File: src/rtl/contador_frec_param.sv
// contador_frec_param
//   Frequency-select counter for the DPWM front end. Two raw push buttons
//   (increase / decrease) are synchronised, debounced and turned into
//   single-cycle step requests (plus optional hold-to-repeat). The requests
//   move a bounded, registered selection value that either saturates or
//   wraps at the configured limits.
//
// Ports
//   clk              system clock, all state on rising edge
//   reset            asynchronous active-high reset
//   boton_aumento    raw increase button (asynchronous to clk)
//   boton_disminuye  raw decrease button (asynchronous to clk)
//   enable           when low, step requests are discarded
//   numero_frec      current selection [MIN_VAL, MAX_VAL], registered
//   cambio           one-cycle pulse in the cycle after numero_frec changed
//   en_max           registered, high iff numero_frec == MAX_VAL
//   en_min           registered, high iff numero_frec == MIN_VAL

// One button channel: 2-FF synchroniser, debounce, press edge detect and
// optional auto-repeat. req_o is a single-cycle step request.
module contador_frec_param_canal #(
  parameter int unsigned DEBOUNCE_CYCLES = 4,
  parameter int unsigned REPEAT_DELAY    = 0,
  parameter int unsigned REPEAT_PERIOD   = 8
) (
  input  logic clk,
  input  logic reset,
  input  logic boton_i,
  output logic req_o
);

  // Counter only needs to reach DEBOUNCE_CYCLES-1.
  localparam int unsigned DB_W = (DEBOUNCE_CYCLES > 1) ? $clog2(DEBOUNCE_CYCLES) : 1;

  logic            sync1_q;
  logic            s_q;
  logic            stable_q, stable_d;
  logic            stable_prev_q;
  logic [DB_W-1:0] db_cnt_q, db_cnt_d;
  logic            press;
  logic            rep_fire;

  always_ff @(posedge clk or posedge reset) begin
    if (reset) begin
      sync1_q       <= 1'b0;
      s_q           <= 1'b0;
      db_cnt_q      <= '0;
      stable_q      <= 1'b0;
      stable_prev_q <= 1'b0;
    end else begin
      sync1_q       <= boton_i;
      s_q           <= sync1_q;
      db_cnt_q      <= db_cnt_d;
      stable_q      <= stable_d;
      stable_prev_q <= stable_q;
    end
  end

  // Counter runs only while the synchronised level disagrees with the
  // accepted level; any agreement restarts the qualification window.
  always_comb begin
    db_cnt_d = '0;
    stable_d = stable_q;
    if (s_q != stable_q) begin
      if (db_cnt_q == DB_W'(DEBOUNCE_CYCLES - 1)) begin
        stable_d = s_q;
      end else begin
        db_cnt_d = db_cnt_q + 1'b1;
      end
    end
  end

  assign press = stable_q & ~stable_prev_q;

  if (REPEAT_DELAY > 0) begin : g_rep
    localparam int unsigned RP_MAX = (REPEAT_DELAY > REPEAT_PERIOD) ? REPEAT_DELAY : REPEAT_PERIOD;
    localparam int unsigned RP_W   = (RP_MAX > 1) ? $clog2(RP_MAX) : 1;

    typedef enum logic {REP_WAIT, REP_RUN} rep_state_t;

    rep_state_t      st_q, st_d;
    logic [RP_W-1:0] cnt_q, cnt_d;
    logic            fire;

    always_ff @(posedge clk or posedge reset) begin
      if (reset) begin
        st_q  <= REP_WAIT;
        cnt_q <= '0;
      end else begin
        st_q  <= st_d;
        cnt_q <= cnt_d;
      end
    end

    // cnt_q holds (cycles since press/last repeat) - 1, so a match on
    // N-1 fires exactly N cycles after the previous request.
    always_comb begin
      st_d  = st_q;
      cnt_d = cnt_q + 1'b1;
      fire  = 1'b0;
      if (!stable_q || press) begin
        st_d  = REP_WAIT;
        cnt_d = '0;
      end else if (st_q == REP_WAIT) begin
        if (cnt_q == RP_W'(REPEAT_DELAY - 1)) begin
          fire  = 1'b1;
          st_d  = REP_RUN;
          cnt_d = '0;
        end
      end else begin
        if (cnt_q == RP_W'(REPEAT_PERIOD - 1)) begin
          fire  = 1'b1;
          cnt_d = '0;
        end
      end
    end

    assign rep_fire = fire;
  end else begin : g_norep
    assign rep_fire = 1'b0;
  end

  assign req_o = press | rep_fire;

endmodule

module contador_frec_param #(
  parameter int unsigned WIDTH           = 3,
  parameter int unsigned MIN_VAL         = 0,
  parameter int unsigned MAX_VAL         = 7,
  parameter int unsigned RESET_VAL       = 0,
  parameter int unsigned DEBOUNCE_CYCLES = 4,
  parameter int unsigned WRAP            = 0,
  parameter int unsigned REPEAT_DELAY    = 0,
  parameter int unsigned REPEAT_PERIOD   = 8
) (
  input  logic             clk,
  input  logic             reset,
  input  logic             boton_aumento,
  input  logic             boton_disminuye,
  input  logic             enable,
  output logic [WIDTH-1:0] numero_frec,
  output logic             cambio,
  output logic             en_max,
  output logic             en_min
);

  localparam logic [WIDTH-1:0] MIN_W   = WIDTH'(MIN_VAL);
  localparam logic [WIDTH-1:0] MAX_W   = WIDTH'(MAX_VAL);
  localparam logic [WIDTH-1:0] RESET_W = WIDTH'(RESET_VAL);

  logic             inc, dec;
  logic [WIDTH-1:0] val_q, val_d;
  logic             cambio_q, cambio_d;
  logic             en_max_q, en_max_d;
  logic             en_min_q, en_min_d;

  contador_frec_param_canal #(
    .DEBOUNCE_CYCLES (DEBOUNCE_CYCLES),
    .REPEAT_DELAY    (REPEAT_DELAY),
    .REPEAT_PERIOD   (REPEAT_PERIOD)
  ) u_canal_aumento (
    .clk     (clk),
    .reset   (reset),
    .boton_i (boton_aumento),
    .req_o   (inc)
  );

  contador_frec_param_canal #(
    .DEBOUNCE_CYCLES (DEBOUNCE_CYCLES),
    .REPEAT_DELAY    (REPEAT_DELAY),
    .REPEAT_PERIOD   (REPEAT_PERIOD)
  ) u_canal_disminuye (
    .clk     (clk),
    .reset   (reset),
    .boton_i (boton_disminuye),
    .req_o   (dec)
  );

  always_ff @(posedge clk or posedge reset) begin
    if (reset) begin
      val_q    <= RESET_W;
      cambio_q <= 1'b0;
      en_max_q <= (RESET_W == MAX_W);
      en_min_q <= (RESET_W == MIN_W);
    end else begin
      val_q    <= val_d;
      cambio_q <= cambio_d;
      en_max_q <= en_max_d;
      en_min_q <= en_min_d;
    end
  end

  // Simultaneous inc/dec cancel; requests while disabled are simply lost.
  always_comb begin
    val_d = val_q;
    if (enable && (inc ^ dec)) begin
      if (inc) begin
        if (val_q < MAX_W) begin
          val_d = val_q + 1'b1;
        end else if (WRAP != 0) begin
          val_d = MIN_W;
        end
      end else begin
        if (val_q > MIN_W) begin
          val_d = val_q - 1'b1;
        end else if (WRAP != 0) begin
          val_d = MAX_W;
        end
      end
    end
    cambio_d = (val_d != val_q);
    en_max_d = (val_d == MAX_W);
    en_min_d = (val_d == MIN_W);
  end

  assign numero_frec = val_q;
  assign cambio      = cambio_q;
  assign en_max      = en_max_q;
  assign en_min      = en_min_q;

endmodule
File: config.mk
export PLATFORM = sky130hd
export DESIGN_NAME = contador_frec_param
export DESIGN_NICKNAME = d
export VERILOG_FILES = /design/src/rtl/contador_frec_param.sv
export SDC_FILE = /design/constraint.sdc
export NUM_CORES = 1
export LEC_CHECK = 0
export ABC_AREA = 1
export BUFFER_PORTS_ARGS = -buffer_cell sky130_fd_sc_hd__buf_2
export CORE_MARGIN = 2
export CORE_UTILIZATION = 29
export CTS_BUF_LIST = sky130_fd_sc_hd__clkbuf_8
export CTS_CLUSTER_SIZE = 28
export DETAILED_ROUTE_END_ITERATION = 10
export PLACE_DENSITY = 0.49
export SYNTH_ARGS = -nofsm -noshare
export SYNTH_HDL_FRONTEND = slang
export SYNTH_SLANG_ARGS = --single-unit
File: constraint.sdc
create_clock -name clk -period 1.6 [get_ports clk]
set_input_delay 0.16 -clock clk [delete_from_list [all_inputs] [get_ports clk]]
set_output_delay 0.16 -clock clk [all_outputs]
set_load 0.01 [all_outputs]
### Yosys cells after proc, flatten, opt, wreduce, memory -nomap -nowiden

Cells that the tools add are included.

| storage, ports and cells | value |
|---|---|
| register bits after elaboration | 18 |
| output and inout port bits | 6 |
| word-level logic and storage cells | 43 |

| operators by class | value |
|---|---|
| add/sub/neg operators | 4 |
| magnitude comparators | 2 |
| eq/ne operators | 6 |
| multiplexer cells | 8 |
| bitwise operators | 5 |
| reductions and logical operators | 4 |

Operators by type and width:

| operator | count |
|---|---|
| $mux 3 | 4 |
| $mux 2 | 4 |
| $add 2x1->2 const B | 2 |
| $eq 2x2->1 const B | 2 |
| $reduce_and 2->1 | 2 |
| $add 3x1->3 const B | 1 |
| $eq 3x3->1 const B | 1 |
| $gt 3x1->1 const B | 1 |
| $logic_not 3->1 | 1 |
| $lt 3x3->1 const B | 1 |
| $ne 3x3->1 | 1 |
| $sub 3x1->3 const B | 1 |
| $and 1x1->1 | 2 |
| $ne 1x1->1 | 2 |
| $not 1->1 | 2 |
| $logic_and 1x1->1 | 1 |
| $xor 1x1->1 | 1 |

### Depth between registers and ports, before layout

Gate-level depths: netlist of the first run.

| depth | value |
|---|---|
| depth in word-level cells | 6 |
| depth in mapped cells | 11 |

### By module

Synthesis of the first run repeated with hierarchy kept, for this count alone.

| second synthesis, totals | value |
|---|---|
| cells, all modules | 97 |
| area, all modules | 865.8 sq um |

Modules (own cells, without submodules):

| module | instances | cells an instance | area each (sq um) | seq. area each (sq um) |
|---|---|---|---|---|
| contador_frec_param | 1 | 57 | 435.4 | 151.4 |
| contador_frec_param_canal | 2 | 20 | 215.2 | 150.1 |

### Worst setup path after synthesis of the first run

Ideal clock, no wire load.

| timing | value |
|---|---|
| path kind | register -> register |
| from | register val_q[0], in the netlist numero_frec[0] |
| to | register en_min_q, in the netlist en_min |
| setup time | 67 ps |
| arrival time | 1272 ps |
| required time | 1533 ps |
| path slack | 261 ps |
| stages on the path, launching flop included | 9 |
| path buffers | 0 |
| clock period less this slack | 1339 ps |
| cells stage by stage | dfrtp_1 > inv_1 > ha_1 > nand3b_1 > nand2_1 > nand2_1 > nand2_2 > nand2_1 > nor2_1 |

| on the way | value |
|---|---|
| longest elaborated chain between the ends | 5 |
| elaborated cells on any way between the ends | 9 |
| those cells by class | add/sub (2); order compare (2); mux (4); reduce/logical (1) |

RTL lines:

| element | line | RTL |
|---|---|---|
| from (decl) | 153 | `logic [WIDTH-1:0] val_q, val_d;` |
| from (signal assigned) | 187 | `val_q <= val_d;` |
| $sub 3x1->3, or another cell as far along | 206 | `val_d = val_q - 1'b1;` |
| $mux 3 (on tied branches) | 205, 199 |  |
| $mux 3 | 198 | `if (inc) begin` |
| $mux 3 * | 197 | `if (enable && (inc ^ dec)) begin` |
| $logic_not 3->1 * | 214 | `en_min_d = (val_d == MIN_W);` |
| named net en_min_d | 156 | `logic en_min_q, en_min_d;` |
| to (signal assigned) | 185 | `en_min_q <= (RESET_W == MIN_W);` |
| to (signal assigned) | 190 | `en_min_q <= en_min_d;` |
| to (decl) | 156 |  |

The timed path passes the listed nets; every way through them passes the cells marked *.
A chain may end at the register's enable or synchronous reset.

### Worst setup path after layout of the first run

| timing | value |
|---|---|
| from | register val_q[1], in the netlist numero_frec[1] |
| to | register en_min_q, in the netlist en_min |

The elaborated chain is that of the path after synthesis.

==> impl_metrics.env, run 1 <==
export IMPL_status="complete, but fails checks"
export IMPL_violations="hold timing"
export IMPL_synth_distinct_cells=16
export IMPL_dp_slack_ps=159.6
export IMPL_gp_congestion=0.8537
export IMPL_fmax_mhz=698.7
export IMPL_maxCapViolations=0
export IMPL_tightest_slew_ps=644.9
export IMPL_rr_worst_depth=8
export IMPL_drc=0
export IMPL_cts_htree_levels=1
export IMPL_initial_core_util_pct=30.77
export IMPL_ys_flop_type="dfrtp_1"
export IMPL_drtPass1Iterations=4
export IMPL_met3_usage_pct=2.637
export IMPL_cts_clk_slew_worst_paths_ps=60
export IMPL_synth_top_area_cell="dfrtp_1"
export IMPL_ir_drop_v=0.001041
export IMPL_fin_crit_ps=1431
export IMPL_die_w_um=58.33
export IMPL_area_delta_synth_final_pct=16.96
export IMPL_internal_power_w=0.001116
export IMPL_synth_area_leaders="dfrtp_1 (50%), nand2_1 (12%), ha_1 (7.3%)"
export IMPL_fin_ws_ps=168.7
export IMPL_synth_seq_cells=18
export IMPL_coreArea_um2=2781
export IMPL_root_buffer="clkbuf_8"
export IMPL_setup_viol=0
export IMPL_syn_inst=96
export IMPL_routed_wl_um=1391
export IMPL_r2r_slack_ps=170
export IMPL_wl_per_cell_um=9.796
export IMPL_vias=607
export IMPL_netSwitchingFraction_pct=41.32
export IMPL_tns_ps=0
export IMPL_synth_net_count=106
export IMPL_grt_use_met1_pct=12.34
export IMPL_yosysTopAreaCellShare_pct=49.71
export IMPL_synth_most_common_cell="nand2_1"
export IMPL_cts_tree="done"
export IMPL_critPathKind="reg2reg"
export IMPL_numClockSinks=18
export IMPL_grt_util_met2_pct=14.29
export IMPL_pwr_share_clk_pct=15.8
export IMPL_async_flop_share_pct=100.0
export IMPL_r2r_end="en_min"
export IMPL_clock_latency_ps=240
export IMPL_path_max_fanout=5
export IMPL_grt_pass1_vias=589
export IMPL_critPathLaunchType="flop"
export IMPL_die_h_um=58.33
export IMPL_crit_required_ps=1770
export IMPL_synth_common_cells="nand2_1 (27), dfrtp_1 (17), inv_1 (12)"
export IMPL_cts_setup_buffers=0
export IMPL_std_cell_rows=19
export IMPL_clk_path_buf_depth=2
export IMPL_nFillCells=281
export IMPL_worst_setup_path_end_kind="flop"
export IMPL_drt_initial_drc_count=9
export IMPL_p_switching_w=0.0007856
export IMPL_port_buffers=10
export IMPL_period_share_pct=89.46
export IMPL_synth_edff_count=0
export IMPL_final_max_slew_viol_count=0
export IMPL_placed_cells=137
export IMPL_hp_class="in2async"
export IMPL_slew_headroom_pct=56.96
export IMPL_final_antenna_net_count=0
export IMPL_skew_ps=3.973
export IMPL_seq_area_frac_synth_pct=52.78
export IMPL_grt_use_total_pct=9.315
export IMPL_layout_drive_gt1_share_pct=24.32
export IMPL_grt_busiest_layer="met2"
export IMPL_rsz0062_at_grt="no"
export IMPL_ioPinCount=11
export IMPL_syn_avg_cell_area_um2=8.915
export IMPL_seqPwrFrac_pct=39.6
export IMPL_antenna_found_initial=0
export IMPL_via_per_inst=4.275
export IMPL_grt_max_degree=19
export IMPL_grt_ovfl_total=0
export IMPL_leakagePower_nw=0.5238
export IMPL_n_antenna_cell=0
export IMPL_dp_hpwl_um=1111
export IMPL_hold_viol_final=12
export IMPL_netlist_area_um2=855.8
export IMPL_reg2reg_from="numero_frec[1]"
export IMPL_timing_hold_ws_ps=-7.587
export IMPL_fin_cells=142
export IMPL_numCtsBuffers=3
export IMPL_die_area_um2=3402
export IMPL_ys_warn_count=0
export IMPL_nNetsFinal=122
export IMPL_cp_arrival_ps=1600
export IMPL_comb_power_share_pct=44.7
export IMPL_grt_pass1_wl_um=2380
export IMPL_p_per_area_nw_per_um2=1899
export IMPL_finalPower_w=0.001901
-- power by group through the flow --
stage,sequential (W),combinational [W],clock [W]
2_1_floorplan,0.000767,0.000633,0
3_3_place_gp,0.000752,0.000861,0
3_5_place_dp,0.000761,0.000854,0
4_1_cts,0.000752,0.000860,0.000315
5_1_grt,0.000779,0.000993,0.000336
6_report,0.000752,0.000849,0.000300
-- area by class of cell --
| class | count | area, µm² | area share [%] |
|---|---|---|---|
| clock inverters | 1 | 3.754 | 0.3750 |
| well taps | 31 | 38.79 | 3.875 |
| multi-input cells | 64 | 351.6 | 35.12 |
| flip-flops and latches | 18 | 452.9 | 45.25 |
| repair buffers | 11 | 60.06 | 6.000 |
| inverters | 14 | 52.55 | 5.250 |
| clock buffers | 3 | 41.29 | 4.125 |
-- flip-flops by register name (all words and copies together) (netlist names) --
signal                           count
en_max                               1
u_canal_aumento.stable_q             1
cambio                               1
u_canal_disminuye.stable_q           1
u_canal_disminuye.sync1_q            1
u_canal_disminuye.s_q                1
en_min                               1
u_canal_disminuye.stable_prev_q      1
u_canal_aumento.db_cnt_q             2
u_canal_aumento.sync1_q              1
numero_frec                          3
u_canal_disminuye.db_cnt_q           2
u_canal_aumento.stable_prev_q        1
u_canal_aumento.s_q                  1
-- metal layers --
layer / routed length, µm / up-vias / share of wire [%]
li1: - / 323 / -
met1: 704 / 274 / 51
met2: 626 / 8 / 45
met3: 44 / 2 / 3.2
met4: 14 / 0 / 1.0
met5: 0 / - / 0
-- repair_timing --
| item | 4_1_cts | 5_1_grt |
|---|---|---|
| hold buffers | 0 | 1 |
| hold endpoints to repair | 0 | 1 |
| setup endpoints to repair | 0 | 1 |
| gates resized for setup | 0 | 1 |
-- placed cells by master (no fill, tap or decap) --
cell type and instances:
inv_2 2, buf_2 10, o21ai_0 3, dlygate4sd3_1 1
nand2_2 6, a21oi_1 1, inv_1 13, nand2_1 27
dfstp_2 1, nor2_2 2, ha_1 5, nor3_1 2
nor2_1 4, nand3b_1 1, dfrtp_1 16, xnor2_1 2
clkbuf_8 3, dfrtp_2 1, nand3_1 9, nor2_4 2
-- metrics by stage --
stage | hold WS, ps | cell area, µm² | utilization, %
2_1_floorplan | 97.84 | 855.8 | -
3_3_place_gp | 270.0 | 944.7 | 33.96
3_5_place_dp | 269.8 | 944.7 | 33.96
4_1_cts | 12.74 | 989.7 | 35.58
5_1_grt | 3.625 | 1001 | 35.99
6_report | -7.587 | 1001 | 35.99
-- critical path, cell delays in order (launching register included) --
cell and delay, ps:
dfrtp_1 410, inv_1 110, ha_1 300, nand3b_1 160, nand2_1 70, nand2_1 60, nand2_2 90, nand2_1 60
nor2_1 100
-- logic make-up after synthesis --
group                    after synthesis  synth area share (%)
flip-flops                            18                 52.78
AO/OA/AOI/OAI                          4                 2.338
adder cells (fa/ha/maj)                5                 7.310
buffers and inverters                 14                 6.140
XOR/XNOR                               2                 2.047
AND/OR/NAND/NOR                       53                 29.39
-- worst max-delay path by stage --
stage,cells past startpoint,start,end
3_3_place_gp,8,numero_frec[0],en_min
2_1_floorplan,8,numero_frec[0],en_min
5_1_grt,10,numero_frec[1],en_min
3_5_place_dp,8,numero_frec[0],en_min
4_1_cts,8,numero_frec[0],en_min
6_report,8,numero_frec[1],en_min
Power figures use the tool's default switching activity.
==> run 2: changes to the inputs <==
--- a/config.mk
+++ b/config.mk
@@ -12,7 +12,7 @@
 export CTS_BUF_LIST = sky130_fd_sc_hd__clkbuf_8
 export CTS_CLUSTER_SIZE = 28
 export DETAILED_ROUTE_END_ITERATION = 10
-export PLACE_DENSITY = 0.49
+export PLACE_DENSITY_LB_ADDON = 0.15
 export SYNTH_ARGS = -nofsm -noshare
 export SYNTH_HDL_FRONTEND = slang
 export SYNTH_SLANG_ARGS = --single-unit
==> impl_metrics.env, run 2 (synthesis gave the netlist of run 1 again) <==
export IMPL_grt_pass1_wl_um=2718
export IMPL_crit_required_ps=1780
export IMPL_worst_setup_path_end_kind="flop"
export IMPL_drt_initial_drc_count=22
export IMPL_dp_hpwl_um=1151
export IMPL_tns_ps=0
export IMPL_leakagePower_nw=0.5207
export IMPL_final_common_cell="nand2_1"
export IMPL_final_antenna_net_count=0
export IMPL_setup_viol=0
export IMPL_period_share_pct=89.77
export IMPL_area_delta_synth_final_pct=15.64
export IMPL_hold_viol_final=9
export IMPL_die_area_um2=3402
export IMPL_grt_max_degree=19
export IMPL_fin_crit_ps=1436
export IMPL_coreArea_um2=2781
export IMPL_via_per_inst=4.433
export IMPL_cts_resized=0
export IMPL_critPathLaunchType="flop"
export IMPL_finalPower_w=0.001914
export IMPL_crit_chain="inv_1 -> ha_1 -> nand3b_1 -> nand2_1 -> nand2_1 -> nand2_2 -> nand2_1 -> nor2_1"
export IMPL_ir_drop_v=0.0008580
export IMPL_rsz0062_at_grt="no"
export IMPL_numClockSinks=18
export IMPL_r2r_end="en_min"
export IMPL_n_antenna_cell=0
export IMPL_clk_path_buf_depth=2
export IMPL_vias=625
export IMPL_rr_worst_depth=8
export IMPL_cts_tree="done"
export IMPL_numCtsBuffers=3
export IMPL_r2r_slack_ps=160
export IMPL_violations="hold timing"
export IMPL_cts_setup_buffers=0
export IMPL_grt_ovfl_total=0
export IMPL_critical_path_top_delay_family="simple AND/OR/NAND/NOR gates"
export IMPL_initial_core_util_pct=30.77
export IMPL_slew_headroom_pct=55.85
export IMPL_layout_drive_gt1_share_pct=23.64
export IMPL_skew_ps=4.485
export IMPL_reg2reg_from="numero_frec[0]"
export IMPL_crit_path_start="numero_frec[0]"
export IMPL_largest_reg_flops=3
export IMPL_status="complete, but fails checks"
export IMPL_cp_arrival_ps=1620
export IMPL_std_cell_rows=19
export IMPL_crit_path_top_delay_cell="dfrtp_1"
export IMPL_clock_latency_ps=250
export IMPL_p_per_area_nw_per_um2=1934
export IMPL_hp_class="in2async"
export IMPL_grt_use_total_pct=10.42
export IMPL_tightest_slew_ps=661.5
export IMPL_die_w_um=58.33
export IMPL_routed_wl_um=1454
export IMPL_grt_pass1_vias=641
export IMPL_final_cell_mix="nand2_1 (27), dfrtp_1 (17), inv_1 (13)"
export IMPL_root_buffer="clkbuf_8"
export IMPL_port_buffers=10
export IMPL_wl_per_cell_um=10.31
export IMPL_postCtsHoldBufs=0
export IMPL_maxCapViolations=0
export IMPL_final_max_slew_viol_count=0
export IMPL_worst_path_most_repeated_cell="nand2_1"
export IMPL_fmax_mhz=696.2
export IMPL_critPathKind="reg2reg"
export IMPL_timing_hold_ws_ps=-3.318
export IMPL_ioPinCount=11
export IMPL_nFillCells=290
export IMPL_drc=0
export IMPL_cts_clk_slew_worst_paths_ps=70
export IMPL_antenna_found_initial=0
export IMPL_crit_buf_inv=1
export IMPL_drtPass1Iterations=4
export IMPL_cts_htree_levels=1
export IMPL_die_h_um=58.33
export IMPL_gp_congestion=0.8085
export IMPL_path_max_fanout=7
export IMPL_nNetsFinal=121
export IMPL_slowest_delay_ps=440
[run 2: cell count changes in the layout (fill, tap and decap cells not counted)]
cell / before / now
dfrtp_2: 1 / 0
dfrtp_1: 16 / 17
dlygate4sd3_1: 1 / 0
[run 2: final cells by class]
type | count | area [µm²] | share of cell area [%]
tap | 31 | 38.79 | 3.919
clock inverter | 1 | 3.754 | 0.3793
clock buffer | 3 | 41.29 | 4.172
inverter | 14 | 52.55 | 5.310
sequential | 18 | 451.7 | 45.64
timing repair buffer | 10 | 50.05 | 5.057
multi-input combinational | 64 | 351.6 | 35.52
[run 2: worst reg2reg max path, cell delays in order, from the launching register on]
cell      delay, ps
dfrtp_1         440
inv_1            90
ha_1            310
nand3b_1        160
nand2_1          70
nand2_1          60
nand2_2          90
nand2_1          60
nor2_1           90
[run 2: power by group]
group | leakage [nW] | total (W) | internal, W | switching (W)
clock | 0.0269 | 0.000306 | 0.000170 | 0.000137
combinational | 0.273 | 0.000860 | 0.000327 | 0.000533
sequential | 0.221 | 0.000747 | 0.000615 | 0.000132
[run 2: metal layers]
layer	track usage [%]	vias to the layer above	share of wire [%]
li1	-	322	-
met1	14.55	291	50
met2	16.05	10	45
met3	1.978	2	4.2
met4	3.987	0	0.96
met5	0	-	0
[run 2: worst max path at each step]
stage | to | depth (start not counted)
after floorplan | en_min | 8
after global placement | en_min | 8
after global routing | en_min | 8
after detailed placement | en_min | 8
after CTS | en_min | 8
final | en_min | 8
[run 2: through the flow]
stage          utilization [%]  instance area [µm²]  hold WS [ps]  instances  setup WS (ps)
2_1_floorplan                -                855.8         97.84         96          261.1
3_3_place_gp             33.96                944.7         270.1        137          169.2
3_5_place_dp             33.96                944.7         269.7        137          162.4
4_1_cts                  35.58                989.7         5.461        141          138.0
5_1_grt                  35.58                989.7         5.091        141          26.13
6_report                 35.58                989.7        -3.318        141          163.6
